--- src/rtl/apsr_cond_unit.sv ---
// APSR NZCV flag register, ARMv7-M condition evaluation and Thumb ITSTATE sequencing.
// cond_pass is combinational from the registered flags and the registered ITSTATE.
module apsr_cond_unit #(
  parameter logic [3:0] FLAGS_RST = 4'b0000,
  parameter bit         IT_EN     = 1'b1
) (
  input  logic       clk,
  input  logic       rst,
  input  logic [3:0] flags_in,
  input  logic [3:0] flags_we,
  input  logic [3:0] cond,
  input  logic       it_load,
  input  logic [3:0] it_first,
  input  logic [3:0] it_mask,
  input  logic       retire,
  input  logic       it_clear,
  output logic [3:0] flags_q,
  output logic [3:0] eff_cond,
  output logic       cond_pass,
  output logic       in_it,
  output logic       it_last
);

  logic [7:0] itstate_r;
  logic [7:0] itstate_next_s;
  logic [3:0] flags_next_s;

  // ARMv7-M condition code against {N,Z,C,V}; codes E and F both mean always
  function automatic logic cond_eval(input logic [3:0] c, input logic [3:0] f);
    logic n, z, cy, v;
    logic r;
    n  = f[3];
    z  = f[2];
    cy = f[1];
    v  = f[0];
    case (c)
      4'h0:    r = z;
      4'h1:    r = ~z;
      4'h2:    r = cy;
      4'h3:    r = ~cy;
      4'h4:    r = n;
      4'h5:    r = ~n;
      4'h6:    r = v;
      4'h7:    r = ~v;
      4'h8:    r = cy & ~z;
      4'h9:    r = ~cy | z;
      4'hA:    r = (n == v);
      4'hB:    r = (n != v);
      4'hC:    r = ~z & (n == v);
      4'hD:    r = z | (n != v);
      default: r = 1'b1;
    endcase
    return r;
  endfunction

  assign in_it     = (itstate_r[3:0] != 4'b0000);
  assign it_last   = in_it && (itstate_r[2:0] == 3'b000);
  assign eff_cond  = in_it ? itstate_r[7:4] : cond;
  assign cond_pass = cond_eval(eff_cond, flags_q);

  // Per-bit masked flag capture
  always_comb begin
    flags_next_s = (flags_we & flags_in) | (~flags_we & flags_q);
  end

  // ITSTATE next-state: clear beats load beats advance; a zero mask is not a valid IT
  always_comb begin
    itstate_next_s = itstate_r;
    if (it_clear) begin
      itstate_next_s = 8'h00;
    end else if (it_load) begin
      if ((it_mask != 4'b0000) && IT_EN) begin
        itstate_next_s = {it_first, it_mask};
      end else begin
        itstate_next_s = itstate_r;
      end
    end else if (retire && in_it) begin
      if (it_last) begin
        itstate_next_s = 8'h00;
      end else begin
        itstate_next_s = {itstate_r[7:5], itstate_r[3:0], 1'b0};
      end
    end else begin
      itstate_next_s = itstate_r;
    end
  end

  // State registers with synchronous reset
  always_ff @(posedge clk) begin
    if (rst) begin
      flags_q   <= FLAGS_RST;
      itstate_r <= 8'h00;
    end else begin
      flags_q   <= flags_next_s;
      itstate_r <= IT_EN ? itstate_next_s : 8'h00;
    end
  end

endmodule

--- config.mk ---
export PLATFORM = sky130hd
export DESIGN_NAME = apsr_cond_unit
export DESIGN_NICKNAME = d
export VERILOG_FILES = /design/src/rtl/apsr_cond_unit.sv
export SDC_FILE = /design/constraint.sdc
export NUM_CORES = 1
export LEC_CHECK = 0
export BUFFER_PORTS_ARGS = -buffer_cell sky130_fd_sc_hd__buf_4
export CAP_MARGIN = 10
export CORE_MARGIN = 5
export CORE_UTILIZATION = 43
export DETAILED_ROUTE_END_ITERATION = 8
export PLACE_DENSITY = 0.84
export SETUP_SLACK_MARGIN = 0.3
export SYNTH_ARGS = -nofsm -noshare
export SYNTH_HDL_FRONTEND = slang
export SYNTH_SLANG_ARGS = --single-unit
--- constraint.sdc ---
create_clock -name clk -period 3.1 [get_ports clk]
set_input_delay 0.465 -clock clk [delete_from_list [all_inputs] [get_ports clk]]
set_output_delay 0.465 -clock clk [all_outputs]
set_load 0.005 [all_outputs]
## After elaboration in Yosys (flattened, before gate mapping)

Cells that the tools add are included.

- Equal/unequal tests: 16
- Muxes and demuxes: 6
- Bitwise operators: 12
- Reductions and logical operators: 11

Operators with widths:

| operator | count |
|---|---|
| 2-to-1 mux 8 bit | 4 |
| equality test 4 bit, second input constant | 6 |
| equality test 4 x 3 -> 1 bit, second input constant | 4 |
| one-hot mux 1 bit (14 select lines) | 1 |
| AND 4 bit | 2 |
| equality test 4 x 2 -> 1 bit, second input constant | 2 |
| nonzero test 4 bit | 2 |
| equality test 4 x 1 -> 1 bit, second input constant | 1 |
| zero test 4 bit | 1 |
| 2-to-1 mux 4 bit | 1 |
| inverter 1 bit | 4 |
| inverter 4 bit | 1 |
| bitwise OR 4 bit | 1 |
| nonzero test 2 bit | 2 |
| zero test 3 bit | 1 |
| AND reduction 3 bit | 1 |
| AND 1 bit | 2 |
| logical AND 1 bit | 2 |
| != test 2 x 1 -> 1 bit, second input constant | 1 |
| bitwise OR 1 bit | 2 |
| AND reduction 2 bit | 1 |
| OR reduction 2 bit | 1 |
| equality test 1 bit | 1 |
| != test 1 bit | 1 |

- Register bits: 12
- Output and inout bits: 11
- Word-level logic and storage cells: 48

## Depth between registers and ports, before layout

Gate-level depths: netlist of the first run.

- Depth after elaboration: 5
- Mapped depth: 7
- Gate-level depth less buffers: 6

## Least setup slack after synthesis of the first run

No wires, ideal clock.

- Kind: reg-to-output
- Start point: register itstate_r[0]
- End point: output cond_pass
- Data arrival time: 1,954 ps
- Required time: 2,635 ps
- Setup slack: 681 ps
- Cell stages (with the launch flop): 7
- Buffers on the path: 0
- Cell sequence: dfxtp_1 > nor4_4 > mux2i_1 > inv_2 > mux4_2 > nor2b_4 > o32ai_2

- Longest elaborated chain between the ends: 4
- Elaborated cells between the ends (all ways): 17
- Those cells by class: eq/ne: 13; mux: 2; reduce/logical: 2

RTL lines:

| what | RTL line | source |
|---|---|---|
| start, declared | 24 | `logic [7:0] itstate_r;` |
| start signal, assigned | 95 | `itstate_r <= IT_EN ? itstate_next_s : 8'h00;` |
| nonzero test 4 bit * | 56 | `assign in_it = (itstate_r[3:0] != 4'b0000);` |
| 2-to-1 mux 4 bit * | 58 | `assign eff_cond = in_it ? itstate_r[7:4] : cond;` |
| net eff_cond[1] | 18 | `output logic [3:0] eff_cond,` |
| equality test 4 bit, or another cell as far along | 36 | `case (c)` |
| one-hot mux 1 bit (14 select lines) * | 36 |  |
| end, declared | 19 | `output logic cond_pass,` |

The timed path passes the listed nets; every way through them passes the cells marked *.

## Worst setup path in the final report of the first run

- Start point: register itstate_r[1]
- End point: output cond_pass

- Longest elaborated chain between the ends: 4
- Elaborated cells between the ends (all ways): 17
- Those cells by class: eq/ne: 13; mux: 2; reduce/logical: 2

RTL lines:

| what | RTL line |
|---|---|
| nonzero test 4 bit * | 56 |
| 2-to-1 mux 4 bit * | 58 |
| equality test 4 bit, or another cell as far along | 36 |
| one-hot mux 1 bit (14 select lines) * | 36 |

Mark *: on every way between the ends. The rest lies on a longest branch, timed or not.

==> results.cfg, run 1 <==
[setup_path]
path_delay_family = multiplexers
timing.rr.start = itstate_r[1]
worstRegToRegCells = 6
worstPathMaxFanout = 4
cp-start-kind = flip-flop
critical_path_class = flip-flop to output port
slowest_delay_ns = 0.45
end_kind = output port
required_ns = 2.63
reg2reg_setup_slack_ns = 1.36
critPathSlowestCell = mux4_2
path_buf_inv = 2
cp-startpoint = itstate_r[1]
worstPathCellList = nor4_4, mux2i_2, inv_2, mux4_2, nor2b_4, o32ai_2, buf_4
cp.arrival_ns = 2.33
reg2reg_to = itstate_r[4]

[die]
die_h_um = 50.2
dieArea_sq_um = 2520
fp-row-count = 14
die_w_um = 50.2
ios = 36
coreArea_sq_um = 1520
initial_core_util = 0.456

[sta]
period_needed_ns = 2.80
worst_pin_slew_ns = 0.354
rsz0062_at_grt = yes
setup_viol = 0
timing.final.max_slew_violations = 0
hold_ws_ns = 0.380
finalHoldViolations = 0
slew_headroom = 0.762
finalCritPeriodShare = 0.903
tns_ns = 0
skew_ns = 0.00552
clock.fmax_mhz = 357

[routing]
drt-initial-drc-count = 11
vias = 718
wl_per_cell_um = 15.7
drc_errors = 0
detail_route.vias_per_cell = 5.32
drt-total-wl_um = 2130
firstDrtPassIters = 4
antenna_left = 0

[cts]
cts_sinks = 12
cts_made_buffers = 3
htreeDepth = 1
clk_latency_ns = 0.28
hold_buffers = 0
clkTransAtPathRegs_ns = 0.08
cts_tree = built
clock_path_buffers = 2
root_buffer = clkbuf_4

[logic_synthesis]
netlist.area_leader.share = 0.345
synth-main-ff-cell = dfxtp_1
synth-seq-area-share = 0.345
synth_edf_count = 0
syn_inst = 77
syn_area_per_cell_sq_um = 9.03
yosys-top-cells-area = dfxtp_1 35%, mux2i_1 14%, nor2_1 7.0%, a211oi_1 4.3%, a22oi_1 4.3%
syn-num-nets = 102
netlist.top_cell.by_area = dfxtp_1
ys_ff_latch = 12
ys_types = 29
netlist_area_sq_um = 696
async_reset_ff_frac = 0
yosys_warnings = 0

[cells_and_area]
n_antenna_cell = 0
final_nets = 145
drive_gt1_frac = 0.479
final_cell_mix = 41 x buf_4, 12 x nor2_1, 10 x dfxtp_1
layout.cells.most_common = buf_4
fin_util = 0.695
syn2layout_area_growth_pct = 52.3
design_area_sq_um = 1060

[power]
power.internal_uw = 315
powerDensity_nw_per_um2 = 412
ir_drop_mv = 0.392
pwr-share-seq = 0.388
combPwrFrac = 0.324
power.share.switching = 0.279
clkPwrFrac = 0.288
p_switching_uw = 122
p_leak_uw = 0.000537

[global_route]
antenna_found_initial = 0
grt_use_met1 = 0.173
grt_pass1_wl_um = 3190
grtUsageTotal = 0.162
first_global_vias = 729
use_met3 = 0.0503
use_met2 = 0.276
grt_max_degree = 10
grt-ovfl-total = 0
busiest_layer = met2

[placed_design]
gp_congestion = 0.781
dpl_cell_area_sq_um = 967
io_buffers = 35
dp_hpwl_um = 1550

[run_status]
outcome = finished, final reports clean

[hold_path]
min-delay-start = rst
hold_depth = 2
min_path_type = input pin to flip-flop

[run]
maxCapViolations = 0
[synthesized netlist by cell type, drive strengths merged, types with 2 or more instances]
library cell,instances
nor2,13
dfxtp,12
mux2i,10
inv,5
nand2,5
a211oi,4
a22oi,4
clkbuf,2
nor2b,2
o22ai,2
or2,2
[power by group through the flow]
stage	Combinational, uW	Sequential, uW	Clock [uW]
2_1_floorplan	67.0	172	0
3_3_place_gp	120	173	0
3_5_place_dp	123	173	0
4_1_cts	133	169	128
5_1_grt	154	170	139
6_report	141	169	126
[worst max-delay path by stage]
stage,endpoint,slack [ns],depth (start not counted)
after floorplan,cond_pass,0.68,6
after global placement,cond_pass,0.51,7
after detailed placement,cond_pass,0.43,7
after CTS,cond_pass,0.31,8
after global routing,cond_pass,0.20,7
final,cond_pass,0.30,7
[layout make-up]
class | count | area (sq um)
Inverter | 5 | 18.8
Sequential cell | 12 | 245
Multi-Input combinational cell | 57 | 432
Tap cell | 16 | 20.0
Fill cell | 117 | 464
Timing Repair Buffer | 41 | 308
Clock buffer | 4 | 36.3
[repair_timing]
| item | CTS | global route |
|---|---|---|
| cloned | 0 | 0 |
| endpoints found under the setup margin | 1 | 1 |
| hold endpoints to repair | 0 | 0 |
| pin swaps | 2 | 1 |
| buffers inserted | 4 | 2 |
| resized for setup | 4 | 1 |
[cells by family (layout without fill, tap and decap cells)]
| family | count (synthesis) | count (layout) | synth area share |
|---|---|---|---|
| AO/OA/AOI/OAI | 17 | 17 | 0.196 |
| XOR/XNOR | 1 | 1 | 0.0126 |
| buffers and inverters | 8 | 50 | 0.0432 |
| flip-flops | 12 | 12 | 0.345 |
| multiplexers | 11 | 11 | 0.176 |
| AND/OR/NAND/NOR | 28 | 28 | 0.227 |
[per-stage QoR]
stage	instances	total power (uW)	setup slack [ns]
after global routing	135	463	0.199
after global placement	125	292	0.509
after detailed placement	125	297	0.427
after floorplan	77	239	0.681
after CTS	133	431	0.314
final	135	436	0.302
[metal layers]
layer | vias up | part of all wire
met5 | - | 0
met4 | 0 | 0.027
met3 | 6 | 0.040
met2 | 20 | 0.53
met1 | 326 | 0.40
li1 | 366 | -
Note: power is estimated with default switching activity, not from simulation.
==> run 2: changes to the inputs <==
- clock period: 3.1 -> 3.2 ns (I/O delays scaled with it)
==> results.cfg, run 2 (synthesized netlist as in run 1, its figures left out) <==
[cts]
cts_tree = built
cts_sinks = 12
clock_path_buffers = 2
htreeDepth = 1
clk_latency_ns = 0.28
cts_made_buffers = 3
root_buffer = clkbuf_4
clkTransAtPathRegs_ns = 0.08

[routing]
wl_per_cell_um = 14.9
drc_errors = 0
vias = 704
drt-total-wl_um = 1960
drt-initial-drc-count = 15
detail_route.vias_per_cell = 5.37
firstDrtPassIters = 4
antenna_left = 0

[die]
die_w_um = 50.2
ios = 36
initial_core_util = 0.456
coreArea_sq_um = 1520
dieArea_sq_um = 2520
fp-row-count = 14
die_h_um = 50.2

[sta]
skew_ns = 0.00631
fin_ws_ns = 0.356
tns_ns = 0
worst_pin_slew_ns = 0.354
clock.fmax_mhz = 352
finalHoldViolations = 0
finalCritPeriodShare = 0.889
timing.final.max_slew_violations = 0
setup_viol = 0
slew_headroom = 0.762
period_needed_ns = 2.84
rsz0062_at_grt = yes

[power]
power.internal_uw = 299
powerDensity_nw_per_um2 = 402
p_switching_uw = 115
combPwrFrac = 0.308
p_leak_uw = 0.000518
pwr-share-seq = 0.396
clkPwrFrac = 0.296
power.share.switching = 0.279
ir_drop_mv = 0.379

[run_status]
outcome = finished, final reports clean

[global_route]
grtUsageTotal = 0.153
grt-ovfl-total = 0
antenna_found_initial = 0
grt_pass1_wl_um = 3020
first_global_vias = 701
grt_max_degree = 10

[cells_and_area]
final_nets = 141
n_antenna_cell = 0
final_cell_mix = 37 x buf_4, 12 x nor2_1, 10 x dfxtp_1
drive_gt1_frac = 0.461
layout.cells.most_common = buf_4
syn2layout_area_growth_pct = 48.0

[hold_path]
min_path_type = input pin to flip-flop

[placed_design]
gp_congestion = 0.782
pre_cts_ws_ns = 0.512
io_buffers = 35
dp_hpwl_um = 1550

[run]
maxCapViolations = 0

[setup_path]
cp.arrival_ns = 2.36
worstPathMaxFanout = 4
required_ns = 2.72
critical_path_class = flip-flop to output port
reg2reg_setup_slack_ns = 1.57
cp-start-kind = flip-flop
end_kind = output port
run 2: path summary, 6_finish.rpt:
kind	endpoint	depth (start not counted)	start
max	cond_pass	7	itstate_r[0]
min reg2reg	itstate_r[4]	2	itstate_r[4]
max reg2reg	itstate_r[2]	5	itstate_r[0]
min	flip-flop	2	rst
run 2: metal layers:
metal,wire length (um),vias to the layer above,global-route usage
met5,0,-,0
met4,42,0,0.0742
met3,88,4,0.0444
met2,1020,17,0.270
met1,806,326,0.164
li1,-,357,-
run 2: final cells by class:
| cell class | instances | area (sq um) |
|---|---|---|
| Clock buffer | 4 | 36.3 |
| Sequential cell | 12 | 245 |
| Fill cell | 123 | 494 |
| Tap cell | 16 | 20.0 |
| Inverter | 5 | 18.8 |
| Multi-Input combinational cell | 57 | 432 |
| Timing Repair Buffer | 37 | 278 |
run 2: what timing repair did:
item                                    CTS  global route
setup buffers                             1             1
pin swaps                                 1             2
endpoints found under the setup margin    1             1
hold buffers                              0             0
gates resized for setup                   0             5
run 2: power by group through the flow:
stage	sequential [uW]	clock, uW	combinational [uW]
2_1_floorplan	166	0	64.9
3_3_place_gp	167	0	116
3_5_place_dp	168	0	120
4_1_cts	164	124	123
5_1_grt	165	134	139
6_report	164	122	127
run 2: metrics by stage:
| step | hold slack (ns) | cell area [sq um] | util | total power (uW) | instances |
|---|---|---|---|---|---|
| floorplan | 0.477 | 696 | - | 231 | 77 |
| global placement | 0.498 | 967 | 0.635 | 283 | 125 |
| global route | 0.378 | 1030 | 0.676 | 438 | 131 |
| finish | 0.395 | 1030 | 0.676 | 414 | 131 |
| CTS | 0.388 | 1010 | 0.663 | 411 | 130 |
| detailed placement | 0.502 | 967 | 0.635 | 287 | 125 |
run 2: worst max-delay path, stage by stage, from the launching register on:
cell and delay (ns):
dfxtp_4 0.36, nor4_4 0.40, mux2i_2 0.33, inv_2 0.07, mux4_2 0.44, nor2b_4 0.14, o32ai_2 0.19, buf_4 0.15
